**src/rtl/ctrl_pipe_unit_if.sv**
```systemverilog
// Control-pipe bus: ID-stage inputs, squash request, and the EX/MEM/WB
// control bundle handed to the datapath.
interface ctrl_pipe_unit_if #(
    parameter int REG_ADDR_W = 5,
    parameter int ALU_OP_W   = 2
);
    logic                  id_valid;
    logic [6:0]            id_opcode;
    logic [REG_ADDR_W-1:0] id_rs1;
    logic [REG_ADDR_W-1:0] id_rs2;
    logic [REG_ADDR_W-1:0] id_rd;
    logic                  flush;
    logic                  stall;
    logic                  id_illegal;
    logic                  ex_valid;
    logic                  ex_alu_src;
    logic                  ex_branch;
    logic                  ex_jump;
    logic [ALU_OP_W-1:0]   ex_alu_op;
    logic [REG_ADDR_W-1:0] ex_rd;
    logic                  mem_valid;
    logic                  mem_read;
    logic                  mem_write;
    logic [REG_ADDR_W-1:0] mem_rd;
    logic                  wb_valid;
    logic                  wb_reg_write;
    logic [1:0]            wb_sel;
    logic [REG_ADDR_W-1:0] wb_rd;

    // Front end / datapath side
    modport master (
        output id_valid, id_opcode, id_rs1, id_rs2, id_rd, flush,
        input  stall, id_illegal,
        input  ex_valid, ex_alu_src, ex_branch, ex_jump, ex_alu_op, ex_rd,
        input  mem_valid, mem_read, mem_write, mem_rd,
        input  wb_valid, wb_reg_write, wb_sel, wb_rd
    );

    // Control unit side
    modport slave (
        input  id_valid, id_opcode, id_rs1, id_rs2, id_rd, flush,
        output stall, id_illegal,
        output ex_valid, ex_alu_src, ex_branch, ex_jump, ex_alu_op, ex_rd,
        output mem_valid, mem_read, mem_write, mem_rd,
        output wb_valid, wb_reg_write, wb_sel, wb_rd
    );
endinterface

```
**src/rtl/ctrl_pipe_unit.sv**
```systemverilog
// ctrl_pipe_unit: RV32I opcode decode in ID plus the ID/EX, EX/MEM and
// MEM/WB control registers, with load-use stall and branch squash.
// Optional macro CTRL_PERF_CNT_EN adds saturating stall/flush counters.
module ctrl_pipe_unit #(
    parameter int REG_ADDR_W = 5,
    parameter int ALU_OP_W   = 2
`ifdef CTRL_PERF_CNT_EN
    ,
    parameter int CNT_W      = 32
`endif
) (
    input  logic              clk,
    input  logic              rst,
    ctrl_pipe_unit_if.slave   bus
`ifdef CTRL_PERF_CNT_EN
    ,
    output logic [CNT_W-1:0]  stall_cnt,
    output logic [CNT_W-1:0]  flush_cnt
`endif
);
    localparam logic [6:0] OP_R     = 7'b0110011;
    localparam logic [6:0] OP_I     = 7'b0010011;
    localparam logic [6:0] OP_LOAD  = 7'b0000011;
    localparam logic [6:0] OP_STORE = 7'b0100011;
    localparam logic [6:0] OP_BR    = 7'b1100011;
    localparam logic [6:0] OP_JAL   = 7'b1101111;
    localparam logic [6:0] OP_JALR  = 7'b1100111;
    localparam logic [6:0] OP_LUI   = 7'b0110111;
    localparam logic [6:0] OP_AUIPC = 7'b0010111;

    // One stage worth of control; an all-zero value is a bubble, so every
    // stage output is valid-qualified for free.
    typedef struct packed {
        logic                  reg_write;
        logic                  alu_src;
        logic                  mem_read;
        logic                  mem_write;
        logic [1:0]            wb_sel;
        logic                  branch;
        logic                  jump;
        logic [ALU_OP_W-1:0]   alu_op;
        logic [REG_ADDR_W-1:0] rd;
    } ctrl_t;

    ctrl_t       dec;
    logic        legal;
    logic        uses_rs1;
    logic        uses_rs2;
    logic        hazard;
    ctrl_t       ex_q, mem_q, wb_q;
    logic [3:1]  vld_pipe;   // [1]=EX, [2]=MEM, [3]=WB

    // Opcode decode into the control bundle plus source-use flags
    always_comb begin
        dec      = '0;
        legal    = 1'b1;
        uses_rs1 = 1'b0;
        uses_rs2 = 1'b0;
        case (bus.id_opcode)
            OP_R: begin
                dec.reg_write = 1'b1;
                dec.alu_op    = ALU_OP_W'(2'b10);
                uses_rs1      = 1'b1;
                uses_rs2      = 1'b1;
            end
            OP_I: begin
                dec.reg_write = 1'b1;
                dec.alu_src   = 1'b1;
                dec.alu_op    = ALU_OP_W'(2'b11);
                uses_rs1      = 1'b1;
            end
            OP_LOAD: begin
                dec.reg_write = 1'b1;
                dec.alu_src   = 1'b1;
                dec.mem_read  = 1'b1;
                dec.wb_sel    = 2'b01;
                uses_rs1      = 1'b1;
            end
            OP_STORE: begin
                dec.alu_src   = 1'b1;
                dec.mem_write = 1'b1;
                uses_rs1      = 1'b1;
                uses_rs2      = 1'b1;
            end
            OP_BR: begin
                dec.branch    = 1'b1;
                dec.alu_op    = ALU_OP_W'(2'b01);
                uses_rs1      = 1'b1;
                uses_rs2      = 1'b1;
            end
            OP_JAL, OP_JALR: begin
                dec.reg_write = 1'b1;
                dec.alu_src   = 1'b1;
                dec.wb_sel    = 2'b10;
                dec.jump      = 1'b1;
                uses_rs1      = (bus.id_opcode == OP_JALR);
            end
            OP_LUI, OP_AUIPC: begin
                dec.reg_write = 1'b1;
                dec.alu_src   = 1'b1;
            end
            default: legal = 1'b0;
        endcase
        // Writes to x0 are dropped here so later stages never see them
        if (bus.id_rd == '0) dec.reg_write = 1'b0;
        dec.rd = bus.id_rd;
    end

    // Load-use hazard against the instruction currently in EX
    always_comb begin
        hazard = bus.id_valid & vld_pipe[1] & ex_q.mem_read & (ex_q.rd != '0) &
                 ((uses_rs1 & (bus.id_rs1 == ex_q.rd)) |
                  (uses_rs2 & (bus.id_rs2 == ex_q.rd)));
    end

    assign bus.stall      = hazard;
    assign bus.id_illegal = bus.id_valid & ~legal;

    // Pipeline registers: ID/EX takes a bubble on any squash condition,
    // EX/MEM and MEM/WB always advance; reset clears every stage at once
    always_ff @(posedge clk) begin
        if (rst) begin
            ex_q     <= '0;
            mem_q    <= '0;
            wb_q     <= '0;
            vld_pipe <= '0;
        end else begin
            if (bus.flush || hazard || !bus.id_valid || !legal) begin
                ex_q        <= '0;
                vld_pipe[1] <= 1'b0;
            end else begin
                ex_q        <= dec;
                vld_pipe[1] <= 1'b1;
            end
            mem_q         <= ex_q;
            wb_q          <= mem_q;
            vld_pipe[3:2] <= vld_pipe[2:1];
        end
    end

    assign bus.ex_valid     = vld_pipe[1];
    assign bus.ex_alu_src   = ex_q.alu_src;
    assign bus.ex_branch    = ex_q.branch;
    assign bus.ex_jump      = ex_q.jump;
    assign bus.ex_alu_op    = ex_q.alu_op;
    assign bus.ex_rd        = ex_q.rd;
    assign bus.mem_valid    = vld_pipe[2];
    assign bus.mem_read     = mem_q.mem_read;
    assign bus.mem_write    = mem_q.mem_write;
    assign bus.mem_rd       = mem_q.rd;
    assign bus.wb_valid     = vld_pipe[3];
    assign bus.wb_reg_write = wb_q.reg_write;
    assign bus.wb_sel       = wb_q.wb_sel;
    assign bus.wb_rd        = wb_q.rd;

`ifdef CTRL_PERF_CNT_EN
    // Saturating event counters for stall and flush cycles
    always_ff @(posedge clk) begin
        if (rst) begin
            stall_cnt <= '0;
            flush_cnt <= '0;
        end else begin
            if (hazard && stall_cnt != '1)    stall_cnt <= stall_cnt + 1'b1;
            if (bus.flush && flush_cnt != '1) flush_cnt <= flush_cnt + 1'b1;
        end
    end
`endif
endmodule

```
**src/flat_wrapper.sv**
```systemverilog
// flat-port wrapper written by rule: the top's interface ports become plain ports
module ctrl_pipe_unit_flat 
#(
    parameter int REG_ADDR_W = 5,
    parameter int ALU_OP_W   = 2

)
  (clk, rst, bus_id_valid, bus_id_opcode, bus_id_rs1, bus_id_rs2, bus_id_rd, bus_flush, bus_stall, bus_id_illegal, bus_ex_valid, bus_ex_alu_src, bus_ex_branch, bus_ex_jump, bus_ex_alu_op, bus_ex_rd, bus_mem_valid, bus_mem_read, bus_mem_write, bus_mem_rd, bus_wb_valid, bus_wb_reg_write, bus_wb_sel, bus_wb_rd);
  ctrl_pipe_unit_if #(.REG_ADDR_W(REG_ADDR_W), .ALU_OP_W(ALU_OP_W)) bus_i ();
  input  logic clk;
  input  logic rst;
  input wire logic [$bits(bus_i.id_valid)-1:0] bus_id_valid;
  input wire logic [$bits(bus_i.id_opcode)-1:0] bus_id_opcode;
  input wire logic [$bits(bus_i.id_rs1)-1:0] bus_id_rs1;
  input wire logic [$bits(bus_i.id_rs2)-1:0] bus_id_rs2;
  input wire logic [$bits(bus_i.id_rd)-1:0] bus_id_rd;
  input wire logic [$bits(bus_i.flush)-1:0] bus_flush;
  output wire logic [$bits(bus_i.stall)-1:0] bus_stall;
  output wire logic [$bits(bus_i.id_illegal)-1:0] bus_id_illegal;
  output wire logic [$bits(bus_i.ex_valid)-1:0] bus_ex_valid;
  output wire logic [$bits(bus_i.ex_alu_src)-1:0] bus_ex_alu_src;
  output wire logic [$bits(bus_i.ex_branch)-1:0] bus_ex_branch;
  output wire logic [$bits(bus_i.ex_jump)-1:0] bus_ex_jump;
  output wire logic [$bits(bus_i.ex_alu_op)-1:0] bus_ex_alu_op;
  output wire logic [$bits(bus_i.ex_rd)-1:0] bus_ex_rd;
  output wire logic [$bits(bus_i.mem_valid)-1:0] bus_mem_valid;
  output wire logic [$bits(bus_i.mem_read)-1:0] bus_mem_read;
  output wire logic [$bits(bus_i.mem_write)-1:0] bus_mem_write;
  output wire logic [$bits(bus_i.mem_rd)-1:0] bus_mem_rd;
  output wire logic [$bits(bus_i.wb_valid)-1:0] bus_wb_valid;
  output wire logic [$bits(bus_i.wb_reg_write)-1:0] bus_wb_reg_write;
  output wire logic [$bits(bus_i.wb_sel)-1:0] bus_wb_sel;
  output wire logic [$bits(bus_i.wb_rd)-1:0] bus_wb_rd;
  assign bus_i.id_valid = bus_id_valid;
  assign bus_i.id_opcode = bus_id_opcode;
  assign bus_i.id_rs1 = bus_id_rs1;
  assign bus_i.id_rs2 = bus_id_rs2;
  assign bus_i.id_rd = bus_id_rd;
  assign bus_i.flush = bus_flush;
  assign bus_stall = bus_i.stall;
  assign bus_id_illegal = bus_i.id_illegal;
  assign bus_ex_valid = bus_i.ex_valid;
  assign bus_ex_alu_src = bus_i.ex_alu_src;
  assign bus_ex_branch = bus_i.ex_branch;
  assign bus_ex_jump = bus_i.ex_jump;
  assign bus_ex_alu_op = bus_i.ex_alu_op;
  assign bus_ex_rd = bus_i.ex_rd;
  assign bus_mem_valid = bus_i.mem_valid;
  assign bus_mem_read = bus_i.mem_read;
  assign bus_mem_write = bus_i.mem_write;
  assign bus_mem_rd = bus_i.mem_rd;
  assign bus_wb_valid = bus_i.wb_valid;
  assign bus_wb_reg_write = bus_i.wb_reg_write;
  assign bus_wb_sel = bus_i.wb_sel;
  assign bus_wb_rd = bus_i.wb_rd;
  ctrl_pipe_unit #(.REG_ADDR_W(REG_ADDR_W), .ALU_OP_W(ALU_OP_W)) u_core (.clk(clk), .rst(rst), .bus(bus_i));
endmodule
```
**config.mk**
```make
export PLATFORM = sky130hd
export DESIGN_NAME = ctrl_pipe_unit_flat
export DESIGN_NICKNAME = d
export VERILOG_FILES = /design/src/rtl/ctrl_pipe_unit_if.sv /design/src/rtl/ctrl_pipe_unit.sv /design/src/flat_wrapper.sv
export SDC_FILE = /design/constraint.sdc
export NUM_CORES = 1
export LEC_CHECK = 0
export BUFFER_PORTS_ARGS = -buffer_cell sky130_fd_sc_hd__buf_2
export CELL_PAD_IN_SITES_DETAIL_PLACEMENT = 1
export CELL_PAD_IN_SITES_GLOBAL_PLACEMENT = 1
export CORE_UTILIZATION = 34
export DETAILED_ROUTE_END_ITERATION = 6
export PLACE_DENSITY = 0.85
export SLEW_MARGIN = 20
export SYNTH_ARGS = -nofsm -noshare
export SYNTH_HDL_FRONTEND = slang
export SYNTH_SLANG_ARGS = --single-unit
```
**constraint.sdc**
```tcl
create_clock -name clk -period 2.35 [get_ports clk]
set_input_delay 0.3525 -clock clk [delete_from_list [all_inputs] [get_ports clk]]
set_output_delay 0.3525 -clock clk [all_outputs]
set_load 0.03 [all_outputs]
```
==> key figures, run 1 <==
Global route
  • Pin count of the biggest net entering global routing: 21
  • Total global routing overflow: 0
  • Overall global routing resource usage: 15.4%
  • First-pass GRT wire length: 4770 um
  • Vias in the first global route: about 1,100
  • Initial antenna violation count: 0

Cells and area
  • Post-layout util: between 40% and 50%
  • Share of cells above drive strength 1: 36.4%
  • Filler cell count: ~460
  • Multi-input combinational cell area: between 500 and 600 um2
  • Layout area overhead: 23.5%
  • Post-Layout Cell Count: roughly 230
  • Antenna diodes: 0
  • Net count, final: 210
  • Register area: 681 um2

Synth
  • Leading post-synthesis cells by cell area: dfxtp_1 50%, nor2b_1 8.8%, buf_4 6.6%
  • Synth cell count leaders: 34 x dfxtp_1, 19 x nor2b_1, 12 x buf_4
  • Avg Cell Area, Syn: 9.75 um2
  • Sequential share of the synthesized area: 50.2%
  • Async SR Flop Fraction: 0%
  • Number of flops mapped to enable cells by yosys: 0
  • Mapped Cells: between 100 and 150
  • Unique cell type count in the Yosys netlist: 33
  • Most frequent cell after synthesis: dfxtp_1
  • Synth Register Bits: 34
  • Primary FF master, synth: dfxtp_1
  • Post-synthesis instance area: 0.00136 mm2
  • Area leader, netlist: dfxtp_1
  • Ys Warns: 0
  • Synthesized Nets: roughly 170
  • Share of the synthesized area in the top cell type: 50.2%

Timing
  • Final Hold Fails: 0
  • Fin crit share: 95.5%
  • Period minus WS final: around 2.2 ns
  • Clk_skew: 0.00146 ns
  • Slew Limit Fails: 0
  • FMAX: approximately 450 MHz
  • Setup TNS Final: 0 ns
  • Final Setup Violations: 0
  • Worst slew margin: between 70% and 80%
  • Unrepaired setup endpoints after global routing: no
  • Worst Max-Slew Pin Slew: 0.423 ns

Power
  • Net Sw Power: 244 uW
  • P_leak: 0.000782 uW
  • Clock share of power: 37.9%
  • Switch share: 23.2%
  • PwrDens: 628 mW/mm2
  • Reg power frac: 55.0%
  • Internal power: about 810 uW
  • Peak supply drop: 359 uV
  • Comb pwr share: under 10%

Worst setup path
  • Register-to-Register Path Depth: 5
  • CP Max Fanout: 5
  • CP endpoint: bus_stall
  • Startpoint Class: flip-flop
  • Worst EP required: 2.00 ns
  • Buffers plus inverters on the worst setup path: 1
  • CP startpoint: u_core.bus.ex_rd[0]$_SDFF_PP0_
  • Slowest stage delay, CP: 0.57 ns
  • FF-to-FF setup slack: roughly 0.38 ns
  • Worst Setup End Kind: output port
  • WP depth: 5
  • Crit path max-delay family: simple AND/OR/NAND/NOR gates
  • Crit-path cells: or4_4 > o21a_1 > nand4_1 > o31ai_2 > buf_4
  • Crit-path slowest cell: or4_4
  • Crit Reg-Reg Endpoint: u_core.ex_q[11]$_SDFF_PP0_
  • Worst reg2reg startpoint: u_core.bus.ex_rd[0]$_SDFF_PP0_
  • Crit path DAT: 1.89 ns
  • Crit Path Class: flip-flop to output port

Floorplanning
  • Die area: 0.00424 mm2
  • Ports: 56
  • CORE AREA: 0.00374 mm2
  • Initial Util: 36.2%
  • Die height: 65.1 um
  • Die X: 65.1 um
  • Rows: 22

Place
  • Dpl hpwl: 2300 um
  • PortBufs: 55
  • Final GP Congestion: 0.799
  • Post-Place Cells: between 200 and 250

Job
  • MaxCap Viol Count: 0

Route
  • Top Layer Used: met4
  • DRC viols: 0
  • Drt total wl: a little under 3000 um
  • Met3 wire len: 200 um
  • Iter 0 DRT Violations: 45
  • ANT nets after route: 0
  • WL met1: 1290 um
  • Routed len/inst: 12.9 um
  • DR pass1 iterations: 4
  • DR vias: between 1,000 and 1,500
  • DR vias/cell: 4.79
  • Met2 routed WL: 1420 um

Clocking
  • CTS tree: built
  • CTS clk-pin slew, worst paths: 0.06 ns
  • CTS buffer count: 5
  • Hold-fix buffers, CTS: 0
  • Worst-Skew Late Latency: 0.28 ns
  • H-Tree Depth: 2
  • Post CTS Setup Buffer Count: 0
  • CTS Sinks: 34
  • Clk root buf: clkbuf_8
  • Clk buf depth: 2

Worst hold path
  • Hold Path Class: primary input to flip-flop
  • Worst hold stages: 2
  • Min-delay src: bus_id_rd[0]

Outcome
  • Status: complete, no violations
[how the worst min path moves through the flow]
stage / to / slack, ns
after floorplan: u_core.bus.mem_write$_SDFF_PP0_ / 0.41
after global routing: u_core.bus.ex_rd[2]$_SDFF_PP0_ / 0.28
after CTS: u_core.bus.ex_rd[0]$_SDFF_PP0_ / 0.27
final: u_core.bus.ex_rd[0]$_SDFF_PP0_ / 0.28
after global placement: u_core.bus.mem_write$_SDFF_PP0_ / 0.42
after detailed placement: u_core.bus.wb_reg_write$_SDFF_PP0_ / 0.42
[power groups by stage]
stage | combinational (uW) | sequential (uW) | clock [uW]
after floorplan | 37.6 | 592 | 0
after detailed placement | 72.6 | 591 | 0
after CTS | 74.0 | 578 | 412
after global routing | 81.8 | 578 | 437
after global placement | 71.3 | 591 | 0
final | 73.9 | 578 | 399
[cells in the final DEF (no fill, tap or decap), types with 3 or more instances in the layout]
cell and n:
xnor2_1 3, nand3_1 4, clkbuf_8 5, buf_2 54, and2_1 4, xor2_1 7, nor3_1 4, nand2_1 6
nor2_1 8, nor4_1 3, dfxtp_1 34, o21ai_0 4, nor2b_1 19
[logic make-up after synthesis]
family | count (synthesis) | synth area share (%)
XOR/XNOR | 10 | 6.46
AND/OR/NAND/NOR | 65 | 29.2
buffers and inverters | 18 | 8.40
flip-flops | 34 | 50.2
AO/OA/AOI/OAI | 12 | 5.72
[what timing repair did]
| action | CTS | global route |
|---|---|---|
| cloned | 0 | 0 |
| pin swaps | 0 | 0 |
| setup endpoints to repair | 1 | 1 |
| resized for setup | 1 | 3 |
[worst reg2reg max path, stage by stage, from the launching register on]
cell and delay (ns):
dfxtp_1 0.37, or4_4 0.57, o21a_1 0.20, nand4_1 0.13, or3b_1 0.41, nor4b_2 0.21
[stage by stage]
step / area [um2] / total power [uW] / hold WS, ns / setup slack [ns]
3_5_place_dp: 1580 / 664 / 0.425 / 0.209
4_1_cts: 1670 / 1060 / 0.272 / 0.0170
6_report: 1670 / 1050 / 0.277 / 0.106
5_1_grt: 1670 / 1100 / 0.280 / 0.0399
3_3_place_gp: 1580 / 663 / 0.421 / 0.336
2_1_floorplan: 1360 / 630 / 0.414 / 0.203
[area by class of cell]
cell class | instances | area share, %
Clock buffer | 5 | 4.11
Clock inverter | 2 | 0.598
Inverter | 1 | 0.224
Multi-Input combinational cell | 87 | 34.2
Sequential cell | 34 | 40.7
Tap cell | 48 | 3.59
Timing Repair Buffer | 55 | 16.6
[flip-flops by register name, summed over array words and instances (netlist names)]
name / flops
u_core.bus.ex_rd: 5
u_core.bus.mem_rd: 5
u_core.bus.wb_rd: 5
u_core.ex_q: 4
u_core.vld_pipe: 3
u_core.bus.ex_alu_op: 2
u_core.bus.wb_sel: 2
u_core.mem_q: 2
u_core.bus.ex_alu_src: 1
u_core.bus.ex_branch: 1
u_core.bus.ex_jump: 1
u_core.bus.mem_read: 1
u_core.bus.mem_write: 1
u_core.bus.wb_reg_write: 1
[metal layers]
layer,track usage [%],up-vias
li1,-,549
met2,26.4,48
met1,16.7,507
met3,4.51,8
met5,0,-
met4,8.97,0
Power figures use the tool's default switching activity.
==> run 2: changes to the inputs <==
ABC_AREA = 1   (was not set)
CORE_UTILIZATION = 33   (was 34)
PLACE_DENSITY = 0.86   (was 0.85)
==> run 2 against run 1 <==
Against the previous run: final area grew 6.2%; clock power barely moved; core utilization fell by 1.8 points; global-route usage down 0.61 points; maximum frequency up 12%; non-clock buffer count stayed put; largest power group unchanged.
==> key figures, run 2 <==
Worst setup path
  • Crit path max-delay family: simple AND/OR/NAND/NOR gates
  • Worst EP required: 2.00 ns (about the same)
  • Crit-path cells: inv_1 > nand2_1 > o21ai_0 > inv_1 > nand2_1 > nor2_1 > nand2_1 > nand2_1 > nand2_1 > inv_1 > buf_2
  • Worst Setup End Kind: output port
  • Crit path DAT: 1.65 ns (-0.24 ns)
  • Crit Path Class: flip-flop to output port
  • Slowest stage delay, CP: 0.42 ns (-0.15 ns)
  • Buffers plus inverters on the worst setup path: 4 (+3)
  • Crit-path slowest cell: dfxtp_1
  • Most frequent CP cell: nand2_1
  • Startpoint Class: flip-flop
  • CP Max Fanout: 5 (unchanged)

Timing
  • Slew Limit Fails: 0 (unchanged)
  • Setup TNS Final: 0 ns (unchanged)
  • Fin worst setup slack: 0.352 ns (+0.246 ns)
  • Worst Max-Slew Pin Slew: 0.347 ns (-0.0757 ns)
  • Clk_skew: 0.00230 ns (+0.000840 ns)
  • Worst slew margin: 76.8% (+5.2 points)
  • Unrepaired setup endpoints after global routing: no
  • Final Setup Violations: 0 (unchanged)
  • Final Hold Fails: 0 (unchanged)
  • Worst hold slack: 0.312 ns (+0.0352 ns)
  • FMAX: 500 MHz (+12%)
  • Fin crit share: 85.0% (-10 points)
  • Period minus WS final: 2.00 ns (-0.246 ns)

Clocking
  • CTS Sinks: 34 (unchanged)
  • Post CTS Setup Buffer Count: 0 (unchanged)
  • Clk buf depth: 2 (unchanged)
  • H-Tree Depth: 2 (unchanged)
  • CTS clk-pin slew, worst paths: 0.06 ns (about the same)
  • Hold-fix buffers, CTS: 0 (unchanged)
  • Worst-Skew Late Latency: 0.27 ns (about the same)
  • CTS tree: built
  • Clk root buf: clkbuf_8
  • # resized after CTS: 0 (-1)
  • CTS buffer count: 5 (unchanged)

Synth
  • Mapped Cells: 199 (+43%)
  • Synth Register Bits: 34 (unchanged)
  • Ys Warns: 0 (unchanged)
  • Async SR Flop Fraction: 0% (unchanged)
  • Area leader, netlist: dfxtp_1
  • Number of flops mapped to enable cells by yosys: 0 (unchanged)
  • Synthesized Nets: 225 (+36%)
  • Synth cell count leaders: 36 x inv_1, 35 x nor2_1, 34 x dfxtp_1
  • Most frequent cell after synthesis: inv_1
  • Leading post-synthesis cells by cell area: dfxtp_1 46%, inv_1 9.2%, nor2_1 9.0%
  • Post-synthesis instance area: 0.00147 mm2 (+8.1%)
  • Sequential share of the synthesized area: 46.5% (-3.8 points)
  • Unique cell type count in the Yosys netlist: 23 (-30%)
  • Primary FF master, synth: dfxtp_1
  • Avg Cell Area, Syn: 7.36 um2 (-24%)
  • Share of the synthesized area in the top cell type: 46.5% (-3.8 points)

Floorplanning
  • Rows: 23 (+4.5%)
  • Die height: 68.6 um (+5.4%)
  • Die X: 68.6 um (+5.4%)
  • Ports: 56 (unchanged)
  • Initial Util: 35.4% (-0.84 points)
  • Die area: 0.00471 mm2 (+11%)
  • CORE AREA: 0.00414 mm2 (+11%)

Global route
  • First-pass GRT wire length: 4970 um (+4.1%)
  • Vias in the first global route: 1,177 (+8.0%)
  • Initial antenna violation count: 0 (unchanged)
  • Total global routing overflow: 0 (unchanged)
  • Overall global routing resource usage: 14.8% (-0.61 points)
  • Pin count of the biggest net entering global routing: 21 (unchanged)

Cells and area
  • Most frequent cells in the layout: 55 x buf_2, 36 x inv_1, 35 x nor2_1
  • Layout area overhead: 21.3%
  • Net count, final: 272 (+30%)
  • Fin area: 0.00178 mm2 (+6.2%)
  • Share of cells above drive strength 1: 35.5% (-0.90 points)
  • Antenna diodes: 0 (unchanged)
  • Commonest non-fill, non-tap cell in the layout: buf_2

Place
  • PortBufs: 55 (unchanged)
  • Final GP Congestion: 0.912 (+14%)
  • Dpl hpwl: 2550 um (+11%)
  • Pre-CTS setup slack: 0.506 ns (+0.297 ns)
  • Area after DPL: 0.00169 mm2 (+7.2%)

Job
  • MaxCap Viol Count: 0 (unchanged)

Worst hold path
  • Hold Path Class: primary input to flip-flop

Route
  • DR pass1 iterations: 4 (unchanged)
  • Routed len/inst: 10.1 um (-21%)
  • DRC viols: 0 (unchanged)
  • DR vias: 1,269 (+14%)
  • Drt total wl: 2990 um (+0.13%)
  • DR vias/cell: 4.30 (-10%)
  • ANT nets after route: 0 (unchanged)
  • Iter 0 DRT Violations: 43 (-4.4%)

Power
  • Peak supply drop: 249 uV (-31%)
  • P_leak: 0.000935 uW (+19%)
  • PwrDens: 596 mW/mm2 (-5.2%)

Outcome
  • Status: complete, no violations
run 2: cell types whose count changed in the layout (fill, tap and decap cells not counted), sizes merged, moves of 4 or more:
cell,delta
and2,-4
inv,+41
nand2,+29
nor2,+40
nor2b,-19
nor4,-4
xor2,-4
run 2: cell families (layout without fill, tap and decap cells):
family / count (synthesis) / after routing / share of synthesized area (%)
AOI/OAI and AO/OA: 6 / 6 / 2.48
xor gates and xnor gates: 4 / 4 / 2.39
buffers and inverters: 57 / 103 / 18.2
DFF: 34 / 34 / 46.5
and+or+nand+nor: 98 / 98 / 30.5
run 2: layout make-up:
type / instances / area, um2
tap: 50 / 62.6
multi-input combinational: 108 / 518
clock buffer: 6 / 82.6
inverter: 42 / 158
sequential: 34 / 681
timing repair buffer: 55 / 275
fill: 575 / 2370
run 2: tightest hold or removal path, delay by kind of cell:
| family | cells | cell delay [ns] |
|---|---|---|
| simple gates | 1 | 0.03 |
| buf+inv | 2 | 0.16 |
run 2: worst paths after layout:
check,slack (ns),from,to,cells after the start
max,0.35,u_core.bus.ex_rd[3]$_SDFF_PP0_,bus_stall,11
min,0.31,bus_id_rd[4],u_core.bus.ex_rd[4]$_SDFF_PP0_,3
max reg2reg,0.76,u_core.bus.ex_rd[3]$_SDFF_PP0_,u_core.bus.ex_jump$_SDFF_PP0_,11
min reg2reg,0.40,u_core.ex_q[10]$_SDFF_PP0_,u_core.mem_q[10]$_SDFF_PP0_,2
run 2: where the power goes:
group          switching, uW  internal [uW]  total, uW
sequential             0.822            578        579
combinational           49.7           30.6       80.3
clock                    175            225        400
run 2: through the flow:
stage,utilization (%),power [uW],instances
floorplan,-,637,199
global placement,40.9,670,289
detailed placement,40.9,673,289
CTS,42.9,1070,295
global route,42.9,1110,295
finish,42.9,1060,295
run 2: per-layer routing:
layer / routed length [um] / up-vias / GRT usage [%] / part of all wire, %
met4: 61 / 0 / 8.59 / 2.0
met2: 1390 / 44 / 25.5 / 47
li1: - / 658 / - / -
met5: 0 / - / 0 / 0
met1: 1320 / 561 / 16.2 / 44
met3: 217 / 6 / 3.78 / 7.3
==> run 3: changes to the inputs <==
CORE_ASPECT_RATIO = 2   (was not set)
==> run 3 against run 2 <==
Against the previous run: register-to-register slack improved by 0.03 ns; core utilization fell by 1.1 points; maximum frequency rose by 2.3%; via count rose by 3.1%; clock-buffer cell count did not move; critical endpoint unchanged; global-route usage rose by 0.88 points; total power rose by 3.5%; highest routed layer unchanged.
==> key figures, run 3 (synthesized netlist as in run 2, its figures left out) <==
Outcome
  • Status: complete, no violations

Cells and area
  • Most frequent cells in the layout: 55 x buf_2, 36 x inv_1, 35 x nor2_1
  • Commonest non-fill, non-tap cell in the layout: buf_2
  • Share of cells above drive strength 1: 36.0% (+0.52 points)
  • Fin area: 0.00179 mm2 (+0.99%)
  • Layout area overhead: 22.5%
  • Antenna diodes: 0 (unchanged)
  • Net count, final: 272 (unchanged)
  • Post-layout util: 41.8% (-1.1 points)

Timing
  • Slew Limit Fails: 0 (unchanged)
  • Worst slew margin: 75.9% (-0.96 points)
  • Final Hold Fails: 0 (unchanged)
  • Clk_skew: 0.00526 ns (+0.00296 ns)
  • Worst Max-Slew Pin Slew: 0.362 ns (+0.0144 ns)
  • Fin worst setup slack: 0.397 ns (+0.0450 ns)
  • Fin crit share: 83.1% (-1.9 points)
  • Unrepaired setup endpoints after global routing: no
  • Setup TNS Final: 0 ns (unchanged)
  • FMAX: 512 MHz (+2.3%)
  • Period minus WS final: 1.95 ns (-0.0450 ns)
  • Final Setup Violations: 0 (unchanged)

Global route
  • Pin count of the biggest net entering global routing: 21 (unchanged)
  • Initial antenna violation count: 0 (unchanged)
  • Total global routing overflow: 0 (unchanged)
  • Overall global routing resource usage: 15.6% (+0.88 points)
  • First-pass GRT wire length: 5460 um (+10%)
  • Vias in the first global route: 1,364 (+16%)

Route
  • DRC viols: 0 (unchanged)
  • ANT nets after route: 0 (unchanged)
  • Routed len/inst: 10.7 um (+6.0%)
  • Iter 0 DRT Violations: 9 (-79%)
  • DR pass1 iterations: 2 (-2)
  • DR vias/cell: 4.35 (+1.0%)
  • Drt total wl: 3230 um (+8.2%)
  • DR vias: 1,308 (+3.1%)

Floorplanning
  • Initial Util: 34.1% (-1.3 points)
  • Die area: 0.00473 mm2 (+0.35%)
  • Die height: 96.2 um (+40%)
  • Ports: 56 (unchanged)
  • Rows: 34 (+48%)
  • CORE AREA: 0.00430 mm2 (+3.7%)
  • Die X: 49.1 um (-28%)

Place
  • Final GP Congestion: 0.750 (-18%)
  • Area after DPL: 0.00170 mm2 (+0.30%)
  • PortBufs: 55 (unchanged)
  • Dpl hpwl: 2740 um (+7.2%)
  • Pre-CTS setup slack: 0.536 ns (+0.0299 ns)

Clocking
  • # resized after CTS: 0 (unchanged)
  • CTS tree: built
  • CTS clk-pin slew, worst paths: 0.06 ns (about the same)
  • CTS buffer count: 5 (unchanged)
  • Clk root buf: clkbuf_8
  • Post CTS Setup Buffer Count: 0 (unchanged)
  • Worst-Skew Late Latency: 0.28 ns (about the same)
  • H-Tree Depth: 2 (unchanged)
  • CTS Sinks: 34 (unchanged)
  • Hold-fix buffers, CTS: 0 (unchanged)
  • Clk buf depth: 2 (unchanged)

Worst hold path
  • Hold Path Class: primary input to flip-flop

Power
  • Peak supply drop: 278 uV (+12%)
  • PwrDens: 610 mW/mm2 (+2.4%)
  • P_leak: 0.000939 uW (+0.43%)

Worst setup path
  • Crit-path slowest cell: dfxtp_1
  • Startpoint Class: flip-flop
  • Worst EP required: 2.00 ns (about the same)
  • Most frequent CP cell: nand2_1
  • Crit path max-delay family: simple AND/OR/NAND/NOR gates
  • Crit-path cells: inv_1 > nand2_1 > nand2_1 > nor2_1 > nand2_1 > nor2_1 > nand2_1 > nand2_1 > nand2_1 > inv_1 > buf_2
  • Crit path DAT: 1.60 ns (-0.05 ns)
  • Buffers plus inverters on the worst setup path: 3 (-1)
  • Worst Setup End Kind: output port
  • CP Max Fanout: 4 (-1)
  • Crit Path Class: flip-flop to output port
  • Slowest stage delay, CP: 0.40 ns (-0.02 ns)

Job
  • MaxCap Viol Count: 0 (unchanged)
-- run 3: path summary, 6_finish.rpt --
path                                        from                             end  slack, ns  cells past startpoint
setup reg to reg  u_core.bus.ex_rd[2]$_SDFF_PP0_   u_core.bus.ex_jump$_SDFF_PP0_       0.79                     11
hold / removal                      bus_id_rd[2]  u_core.bus.ex_rd[2]$_SDFF_PP0_       0.32                      3
setup / recovery  u_core.bus.ex_rd[2]$_SDFF_PP0_                       bus_stall       0.40                     11
hold reg to reg       u_core.ex_q[14]$_SDFF_PP0_     u_core.mem_q[14]$_SDFF_PP0_       0.40                      2
-- run 3: metrics by stage --
step / total power (uW) / std cells / hold WS, ns
3_3_place_gp: 671 / 293 / 0.389
4_1_cts: 1110 / 301 / 0.314
2_1_floorplan: 637 / 199 / 0.388
5_1_grt: 1140 / 301 / 0.324
6_report: 1100 / 301 / 0.317
3_5_place_dp: 672 / 293 / 0.401
-- run 3: worst min-delay path: stages --
cell and delay, ns:
buf_2 0.07, inv_1 0.05, nor2_2 0.09
-- run 3: area by class of cell --
| cell class | count | area [um2] |
|---|---|---|
| Timing Repair Buffer | 55 | 275 |
| Tap cell | 54 | 67.6 |
| Fill cell | 586 | 2500 |
| Inverter | 42 | 158 |
| Sequential cell | 34 | 681 |
| Multi-Input combinational cell | 108 | 518 |
| Clock buffer | 6 | 82.6 |
| Clock inverter | 2 | 12.5 |
-- run 3: power breakdown --
group	total, uW	switching (uW)	internal (uW)
logic	80.3	49.7	30.6
clock network	437	202	235
registers	578	0.805	577
-- run 3: metal layers --
| metal | vias up | track usage (%) | wire length [um] |
|---|---|---|---|
| met5 | - | 0 | 0 |
| li1 | 659 | - | - |
| met4 | 0 | 10.8 | 131 |
| met1 | 598 | 12.0 | 1010 |
| met3 | 12 | 3.63 | 140 |
| met2 | 39 | 32.4 | 1950 |
